`config.mk`:
```
export PLATFORM = sky130hd
export DESIGN_NAME = multicycle_controller
export DESIGN_NICKNAME = d
export VERILOG_FILES = /design/src/rtl/multicycle_controller.sv
export SDC_FILE = /design/constraint.sdc
export NUM_CORES = 1
export LEC_CHECK = 0
export ABC_CLOCK_PERIOD_IN_PS = 3610
export BUFFER_PORTS_ARGS = -buffer_cell sky130_fd_sc_hd__buf_2
export CAP_MARGIN = 30
export CORE_MARGIN = 5
export CORE_UTILIZATION = 47
export DETAILED_ROUTE_END_ITERATION = 8
export GPL_TIMING_DRIVEN = 1
export PLACE_DENSITY = 0.89
export SLEW_MARGIN = 20
export SYNTH_ARGS = -nofsm -noshare
export SYNTH_HDL_FRONTEND = slang
export SYNTH_SLANG_ARGS = --single-unit
```
`constraint.sdc`:
```
create_clock -name clk -period 3.61 [get_ports clk]
set_input_delay 0.722 -clock clk [delete_from_list [all_inputs] [get_ports clk]]
set_output_delay 0.722 -clock clk [all_outputs]
set_load 0.005 [all_outputs]
```
`src/rtl/multicycle_controller.sv`:
```
// Control FSM for a shared-ALU, shared-memory multicycle RV32I datapath.
// Optional build macro MC_ILLEGAL_TRAP_EN adds a sticky TRAP state and an illegal output.
module multicycle_controller (
  input  logic       clk,
  input  logic       reset,
  input  logic [6:0] op,
  input  logic [2:0] funct3,
  input  logic       funct7b5,
  input  logic       Zero,
  output logic       PCWrite,
  output logic       AdrSrc,
  output logic       MemWrite,
  output logic       IRWrite,
  output logic [1:0] ResultSrc,
  output logic [1:0] ALUSrcA,
  output logic [1:0] ALUSrcB,
  output logic [1:0] ImmSrc,
  output logic [2:0] ALUControl,
  output logic       RegWrite,
`ifdef MC_ILLEGAL_TRAP_EN
  output logic       illegal,
`endif
  output logic [3:0] state
);

  localparam logic [6:0] OP_LW   = 7'b0000011;
  localparam logic [6:0] OP_SW   = 7'b0100011;
  localparam logic [6:0] OP_R    = 7'b0110011;
  localparam logic [6:0] OP_I    = 7'b0010011;
  localparam logic [6:0] OP_JAL  = 7'b1101111;
  localparam logic [6:0] OP_BEQ  = 7'b1100011;

  typedef enum logic [3:0] {
    S_FETCH    = 4'd0,
    S_DECODE   = 4'd1,
    S_MEMADR   = 4'd2,
    S_MEMREAD  = 4'd3,
    S_MEMWB    = 4'd4,
    S_MEMWRITE = 4'd5,
    S_EXECR    = 4'd6,
    S_ALUWB    = 4'd7,
    S_EXECI    = 4'd8,
    S_JAL      = 4'd9,
    S_BEQ      = 4'd10
`ifdef MC_ILLEGAL_TRAP_EN
    , S_TRAP   = 4'd11
`endif
  } state_t;

  typedef enum logic [1:0] {
    ALU_ADD   = 2'd0,
    ALU_SUB   = 2'd1,
    ALU_FUNCT = 2'd2
  } alu_op_t;

  state_t     state_q, state_d;
  alu_op_t    alu_op;
  logic       pc_update, branch, ir_write, reg_write, mem_write, adr_src, illegal_int;
  logic [1:0] result_src, alu_src_a, alu_src_b;

  always_ff @(posedge clk or negedge reset) begin
    if (!reset) state_q <= S_FETCH;
    else        state_q <= state_d;
  end

  always_comb begin
    state_d     = state_q;
    pc_update   = 1'b0;
    branch      = 1'b0;
    ir_write    = 1'b0;
    reg_write   = 1'b0;
    mem_write   = 1'b0;
    adr_src     = 1'b0;
    illegal_int = 1'b0;
    result_src  = 2'b00;
    alu_src_a   = 2'b00;
    alu_src_b   = 2'b00;
    alu_op      = ALU_ADD;
    case (state_q)
      S_FETCH: begin
        ir_write   = 1'b1;
        alu_src_b  = 2'b10;
        result_src = 2'b10;
        pc_update  = 1'b1;
        state_d    = S_DECODE;
      end
      S_DECODE: begin
        alu_src_a = 2'b01;
        alu_src_b = 2'b01;
        case (op)
          OP_LW, OP_SW: state_d = S_MEMADR;
          OP_R:         state_d = S_EXECR;
          OP_I:         state_d = S_EXECI;
          OP_JAL:       state_d = S_JAL;
          OP_BEQ:       state_d = S_BEQ;
`ifdef MC_ILLEGAL_TRAP_EN
          default:      state_d = S_TRAP;
`else
          default:      state_d = S_FETCH;
`endif
        endcase
      end
      S_MEMADR: begin
        alu_src_a = 2'b10;
        alu_src_b = 2'b01;
        state_d   = (op == OP_LW) ? S_MEMREAD : S_MEMWRITE;
      end
      S_MEMREAD: begin
        adr_src = 1'b1;
        state_d = S_MEMWB;
      end
      S_MEMWB: begin
        result_src = 2'b01;
        reg_write  = 1'b1;
        state_d    = S_FETCH;
      end
      S_MEMWRITE: begin
        adr_src   = 1'b1;
        mem_write = 1'b1;
        state_d   = S_FETCH;
      end
      S_EXECR: begin
        alu_src_a = 2'b10;
        alu_op    = ALU_FUNCT;
        state_d   = S_ALUWB;
      end
      S_EXECI: begin
        alu_src_a = 2'b10;
        alu_src_b = 2'b01;
        alu_op    = ALU_FUNCT;
        state_d   = S_ALUWB;
      end
      S_ALUWB: begin
        reg_write = 1'b1;
        state_d   = S_FETCH;
      end
      S_JAL: begin
        alu_src_a = 2'b01;
        alu_src_b = 2'b10;
        pc_update = 1'b1;
        state_d   = S_ALUWB;
      end
      S_BEQ: begin
        alu_src_a = 2'b10;
        alu_op    = ALU_SUB;
        branch    = 1'b1;
        state_d   = S_FETCH;
      end
`ifdef MC_ILLEGAL_TRAP_EN
      S_TRAP: begin
        illegal_int = 1'b1;
        state_d     = S_TRAP;
      end
`endif
      default: state_d = S_FETCH;
    endcase
  end

  // funct3=000 is sub only for R-type; immediates never subtract.
  always_comb begin
    ALUControl = 3'b000;
    case (alu_op)
      ALU_SUB: ALUControl = 3'b001;
      ALU_FUNCT: begin
        case (funct3)
          3'b000:  ALUControl = (op[5] & funct7b5) ? 3'b001 : 3'b000;
          3'b010:  ALUControl = 3'b101;
          3'b110:  ALUControl = 3'b011;
          3'b111:  ALUControl = 3'b010;
          default: ALUControl = 3'b000;
        endcase
      end
      default: ALUControl = 3'b000;
    endcase
  end

  always_comb begin
    case (op)
      OP_SW:   ImmSrc = 2'b01;
      OP_BEQ:  ImmSrc = 2'b10;
      OP_JAL:  ImmSrc = 2'b11;
      default: ImmSrc = 2'b00;
    endcase
  end

  // Write enables are gated by reset so nothing commits while the FSM is held in FETCH.
  assign PCWrite   = reset & (pc_update | (branch & Zero));
  assign IRWrite   = reset & ir_write;
  assign RegWrite  = reset & reg_write;
  assign MemWrite  = reset & mem_write;
  assign AdrSrc    = adr_src;
  assign ResultSrc = result_src;
  assign ALUSrcA   = alu_src_a;
  assign ALUSrcB   = alu_src_b;
  assign state     = state_q;
`ifdef MC_ILLEGAL_TRAP_EN
  assign illegal   = illegal_int;
`endif

endmodule

```
==> results of run 1 <==
per-stage QoR:
stage | hold slack (ns) | total power (W)
CTS | 0.307 | 0.000284
global route | 0.315 | 0.000306
global placement | 0.558 | 0.000219
floorplan | 0.426 | 0.000170
finish | 0.300 | 0.000284
detailed placement | 0.563 | 0.000226
cell type report:
class	instances	share of cell area, %
multi-input cells	70	61.1
clock buffers	3	2.79
flip-flops and latches	4	12.4
repair buffers	33	20.5
well taps	15	2.33
inverters	2	0.930
power by group:
part,switching (W),internal [W]
clock,0.0000206,0.0000373
combinational,0.0000684,0.0000749
sequential,0.0000308,0.0000519
total,0.000120,0.000164
per-layer routing:
metal	vias up	GRT usage (%)	wire length, um	part of all wire, %
li1	364	-	-	-
met1	326	21.8	716	42
met2	33	24.9	790	46
met3	5	2.63	174	10
met4	0	9.94	38	2.2
met5	-	0	0	0
placed cells by master (no fill, tap or decap):
cell type and count:
nand3_1 4, nand2b_1 4, nor2_1 7, nor4bb_4 1
o211ai_1 1, and3_1 3, nor4bb_1 1, xnor2_1 2
nand2_1 3, nor3_1 2, and4bb_1 1, a22oi_1 1
nand4_1 1, nor2_2 1, nand3b_1 1, o21a_1 2
a21boi_0 2, nor2b_1 4, buf_2 33, or3_1 1
o21ai_0 2, and4b_1 2, nor3b_1 2, inv_1 2
o2111ai_1 1, and2b_1 1, and2_1 4, dfrtp_1 4
nor4_1 1, a211o_2 1, xor2_1 1, a21o_1 1
ha_1 2, and3b_1 2, a21oi_1 5, and4bb_2 1
nor4_2 1, clkbuf_4 3, a41oi_1 1
worst register-to-register path, delay by kind of cell, from the launching register on:
kind            cells  cell delay, ns
compound gates      1            0.19
flops               1            0.55
simple gates        2            0.50
kinds of logic after synthesis:
group / count (synthesis) / synth area share, %
and+or+nand+nor: 48 / 49.6
AOI/OAI and AO/OA: 17 / 17.5
buffers and inverters: 9 / 9.89
DFF: 4 / 15.2
xor gates and xnor gates: 3 / 3.99
adders and majority gates: 2 / 3.80
worst max path at each step:
stage	to	start	cells after the start	slack [ns]
6_report	ALUControl[2]	state[1]	7	0.80
5_1_grt	ALUControl[2]	state[1]	7	0.68
4_1_cts	ALUControl[2]	state[1]	7	0.81
3_5_place_dp	ALUControl[2]	state[1]	7	1.08
3_3_place_gp	ALUControl[2]	state[1]	7	1.21
2_1_floorplan	ALUControl[2]	state[1]	7	1.36
==> impl_metrics.env, run 1 <==
export IMPL_status="complete, no violations"
export IMPL_peakVddDrop_v=0.000215
export IMPL_antenna_cells=0
export IMPL_power_density_nw_per_um2=352
export IMPL_maxCapViolCount=0
export IMPL_dp_cells=124
export IMPL_grt_pass1_wl_um=2620
export IMPL_critical_path_required_ns=2.89
export IMPL_worst_path_max_fanout=13
export IMPL_ys_ff_latch=4
export IMPL_fin_nets=130
export IMPL_rows=13
export IMPL_viasPerCell=5.73
export IMPL_drcViolationCount=0
export IMPL_syn_area_um2=658
export IMPL_path_delay_family="simple AND/OR/NAND/NOR gates"
export IMPL_grt_overflow_total=0
export IMPL_postCtsHoldBufs=0
export IMPL_hpwl_um=1350
export IMPL_ctsResizeCount=0
export IMPL_grt_antenna_before_repair=0
export IMPL_clock_sinks=4
export IMPL_end_kind="output port"
export IMPL_coreArea_um2=1320
export IMPL_crit_slowest_cell="dfrtp_1"
export IMPL_r2r_cells=3
export IMPL_start_util_pct=50.0
export IMPL_yosysSeqAreaShare_pct=15.2
export IMPL_synth_top_cells_by_count="nor2_1, a21oi_1"
export IMPL_clk_latency_ns=0.25
export IMPL_htreeDepth=1
export IMPL_crit_arrival_ns=2.09
export IMPL_timing_fmax_mhz=356
export IMPL_ys_flop_type="dfrtp_1"
export IMPL_setup_slack_ns=0.801
export IMPL_placed_area_um2=785
export IMPL_synthTopCellsByArea="dfrtp_1, buf_4, nor2_1, a21oi_1, and2_1"
export IMPL_r2r_slack_ns=2.22
export IMPL_io_pins=34
export IMPL_async_flop_share_pct=100
export IMPL_tns_ns=0
export IMPL_drt_iter0_markers=17
export IMPL_rr_endpoint="state[2]"
export IMPL_clock_skew_ns=0.00975
export IMPL_ys_warn_count=0
export IMPL_die_h_um=47.4
export IMPL_syn_num_nets=99
export IMPL_final_cell_area_um2=807
export IMPL_crit_buf_inv=1
export IMPL_pre_cts_ws_ns=1.08
export IMPL_synth_most_common_cell="nor2_1"
export IMPL_period_share_pct=77.8
export IMPL_grt_max_degree=19
export IMPL_largest_reg_flops=4
export IMPL_die_area_um2=2250
export IMPL_clkTransAtPathRegs_ns=0.04
export IMPL_area_growth_pct=22.6
export IMPL_post_cts_setup_buffer_count=0
export IMPL_multi_input_area_um2=493
export IMPL_cts_tree="yes"
export IMPL_routedWlPerCell_um=13.5
export IMPL_min_period_ns=2.81
export IMPL_slowest_delay_ns=0.52
export IMPL_setup_viol=0
export IMPL_slew_viol_final=0
export IMPL_drive_gt1_share_pct=36.6
export IMPL_rsz0062_at_grt="false"
export IMPL_maxSlewHeadroom_pct=67.4
export IMPL_critPathKind="reg -> out"
export IMPL_die_width_um=47.4
export IMPL_num_fill_cells=121
export IMPL_cts_path_max_buffers=2
export IMPL_synth_edff_count=0
export IMPL_final_util_pct=61.3
export IMPL_cts_root_buf="clkbuf_4"
export IMPL_synth_avg_cell_area_um2=7.93
export IMPL_tightest_slew_ns=0.489
export IMPL_final_cells=127
export IMPL_yosysUniqueCellTypes=40
export IMPL_drt_pass1_iterations=4
export IMPL_detail_route_antenna_nets=0
export IMPL_vias=728
export IMPL_hold_path_class="in -> async"
export IMPL_io_buffers=33
export IMPL_wl_um=1720
export IMPL_syn_inst=83
export IMPL_grt_pass1_vias=616
export IMPL_start_kind="flip-flop"
export IMPL_p_leak_nw=0.405
export IMPL_path_cells="nor2_2 > nand2_1 > a21oi_1 > ha_1 > nor2b_1 > nor4bb_1 > buf_2"
export IMPL_grt_usage_pct=16.4
export IMPL_routabilityCongestion=0.801
export IMPL_r2r_start="state[0]"
export IMPL_synth_top_cell_area_share_pct=15.2
export IMPL_yosys_area_top_type="dfrtp_1"
export IMPL_regArea_um2=100
export IMPL_numCtsBuffers=3
export IMPL_hold_viol_final=0
(Power assumes the default switching activity.)
==> run 2: changes to the inputs <==
--- a/config.mk
+++ b/config.mk
@@ -5,14 +5,14 @@
 export SDC_FILE = /design/constraint.sdc
 export NUM_CORES = 1
 export LEC_CHECK = 0
-export ABC_CLOCK_PERIOD_IN_PS = 3610
+export ABC_CLOCK_PERIOD_IN_PS = 2700
 export BUFFER_PORTS_ARGS = -buffer_cell sky130_fd_sc_hd__buf_2
 export CAP_MARGIN = 30
 export CORE_MARGIN = 5
-export CORE_UTILIZATION = 47
+export CORE_UTILIZATION = 44
 export DETAILED_ROUTE_END_ITERATION = 8
 export GPL_TIMING_DRIVEN = 1
-export PLACE_DENSITY = 0.89
+export PLACE_DENSITY = 0.84
 export SLEW_MARGIN = 20
 export SYNTH_ARGS = -nofsm -noshare
 export SYNTH_HDL_FRONTEND = slang
==> constraint.sdc (replaced) <==
create_clock -name clk -period 2.7 [get_ports clk]
set_input_delay 0.54 -clock clk [delete_from_list [all_inputs] [get_ports clk]]
set_output_delay 0.54 -clock clk [all_outputs]
set_load 0.005 [all_outputs]
==> impl_metrics.env, run 2 (synthesis results as in run 1) <==
export IMPL_maxSlewHeadroom_pct=70.9
export IMPL_dp_cells=126
export IMPL_crit_buf_inv=1
export IMPL_crit_slowest_cell="dfrtp_1"
export IMPL_clkTransAtPathRegs_ns=0.04
export IMPL_critPathKind="reg -> out"
export IMPL_io_buffers=33
export IMPL_peakVddDrop_v=0.000321
export IMPL_r2r_start="state[0]"
export IMPL_post_cts_setup_buffer_count=0
export IMPL_numCtsBuffers=3
export IMPL_final_cell_area_um2=822
export IMPL_hpwl_um=1350
export IMPL_io_pins=34
export IMPL_setup_viol=0
export IMPL_antenna_cells=0
export IMPL_end_kind="output port"
export IMPL_clock_sinks=4
export IMPL_viasPerCell=5.70
export IMPL_critical_path_required_ns=2.16
export IMPL_largest_reg_flops=4
export IMPL_detail_route_antenna_nets=0
export IMPL_grt_overflow_total=0
export IMPL_worst_path_max_fanout=11
export IMPL_hold_viol_final=0
export IMPL_slew_viol_final=0
export IMPL_die_h_um=48.7
export IMPL_start_kind="flip-flop"
export IMPL_wl_um=1740
export IMPL_drcViolationCount=0
export IMPL_period_share_pct=95.5
export IMPL_p_leak_nw=0.411
export IMPL_final_common_cell="buf_2"
export IMPL_die_width_um=48.7
export IMPL_min_period_ns=2.58
export IMPL_final_util_pct=56.5
export IMPL_path_delay_family="simple AND/OR/NAND/NOR gates"
export IMPL_num_fill_cells=152
export IMPL_path_cells="nor2_4 > nand2_1 > a21oi_1 > ha_1 > nor2b_1 > nor4bb_1 > buf_2"
export IMPL_status="complete, no violations"
export IMPL_final_cell_mix="buf_2, nor2_1, a21oi_1"
export IMPL_slowest_delay_ns=0.51
export IMPL_drive_gt1_share_pct=38.1
export IMPL_timing_fmax_mhz=388
export IMPL_grt_pass1_wl_um=2930
export IMPL_cts_tree="yes"
export IMPL_routabilityCongestion=0.804
export IMPL_hold_path_class="in -> async"
export IMPL_rsz0062_at_grt="false"
export IMPL_placed_area_um2=793
export IMPL_clock_skew_ns=0.00673
export IMPL_final_cells=129
export IMPL_clk_latency_ns=0.24
export IMPL_grt_usage_pct=14.6
export IMPL_htreeDepth=1
export IMPL_rows=14
export IMPL_grt_antenna_before_repair=0
export IMPL_fin_nets=131
export IMPL_routedWlPerCell_um=13.5
export IMPL_maxCapViolCount=0
export IMPL_tns_ns=0
export IMPL_cts_path_max_buffers=2
export IMPL_area_growth_pct=24.9
export IMPL_grt_max_degree=18
export IMPL_pre_cts_ws_ns=0.358
export IMPL_cts_root_buf="clkbuf_4"
export IMPL_crit_arrival_ns=2.04
export IMPL_setup_slack_ns=0.123
export IMPL_coreArea_um2=1450
export IMPL_die_area_um2=2370
export IMPL_tightest_slew_ns=0.436
export IMPL_drt_iter0_markers=15
export IMPL_drt_pass1_iterations=4
export IMPL_vias=735
export IMPL_power_density_nw_per_um2=477
export IMPL_start_util_pct=45.3
export IMPL_critPathLaunch="state[2]"
export IMPL_grt_pass1_vias=686
[run 2: cell types whose count changed in the layout (fill, tap and decap cells not counted)]
cell and change:
nor2_4 +1, dfrtp_2 +1, nor2_2 -1, buf_4 +1, dfrtp_1 -1
[run 2: power breakdown]
part | internal, W | switching [W]
clock network | 0.0000498 | 0.0000255
registers | 0.0000701 | 0.0000109
logic | 0.000111 | 0.000125
[run 2: worst paths after layout]
| path | to | slack (ns) | cells past startpoint |
|---|---|---|---|
| setup / recovery | ALUControl[2] | 0.12 | 7 |
| max in group asynchronous | state[1] | 2.41 | 1 |
| hold reg to reg | state[0] | 0.79 | 2 |
| min in group clk | state[3] | 0.65 | 3 |
| setup reg to reg | state[2] | 1.42 | 4 |
| hold / removal | state[2] | 0.12 | 1 |
[run 2: through the flow]
step	hold slack [ns]	power (W)
detailed placement	0.375	0.000316
global placement	0.371	0.000310
finish	0.123	0.000392
CTS	0.126	0.000393
floorplan	0.244	0.000227
global route	0.124	0.000430
[run 2: timing repair]
action	CTS	global route
setup endpoints to repair	0	2
hold buffers	0	0
gates resized for setup	0	2
[run 2: routing by layer]
| layer | vias to the layer above | track usage, % | routed length [um] |
|---|---|---|---|
| li1 | 363 | - | - |
| met1 | 342 | 18.4 | 771 |
| met3 | 2 | 3.37 | 141 |
| met4 | 0 | 6.73 | 17 |
| met2 | 28 | 23.3 | 810 |
| met5 | - | 0 | 0 |
[run 2: final cells by class]
| type | instances | area, um^2 | share of cell area, % |
|---|---|---|---|
| Clock buffer | 3 | 22.5 | 2.74 |
| Multi-Input combinational cell | 70 | 498 | 60.6 |
| Tap cell | 16 | 20.0 | 2.44 |
| Timing Repair Buffer | 34 | 173 | 21.0 |
| Sequential cell | 4 | 101 | 12.3 |
| Inverter | 2 | 7.51 | 0.913 |
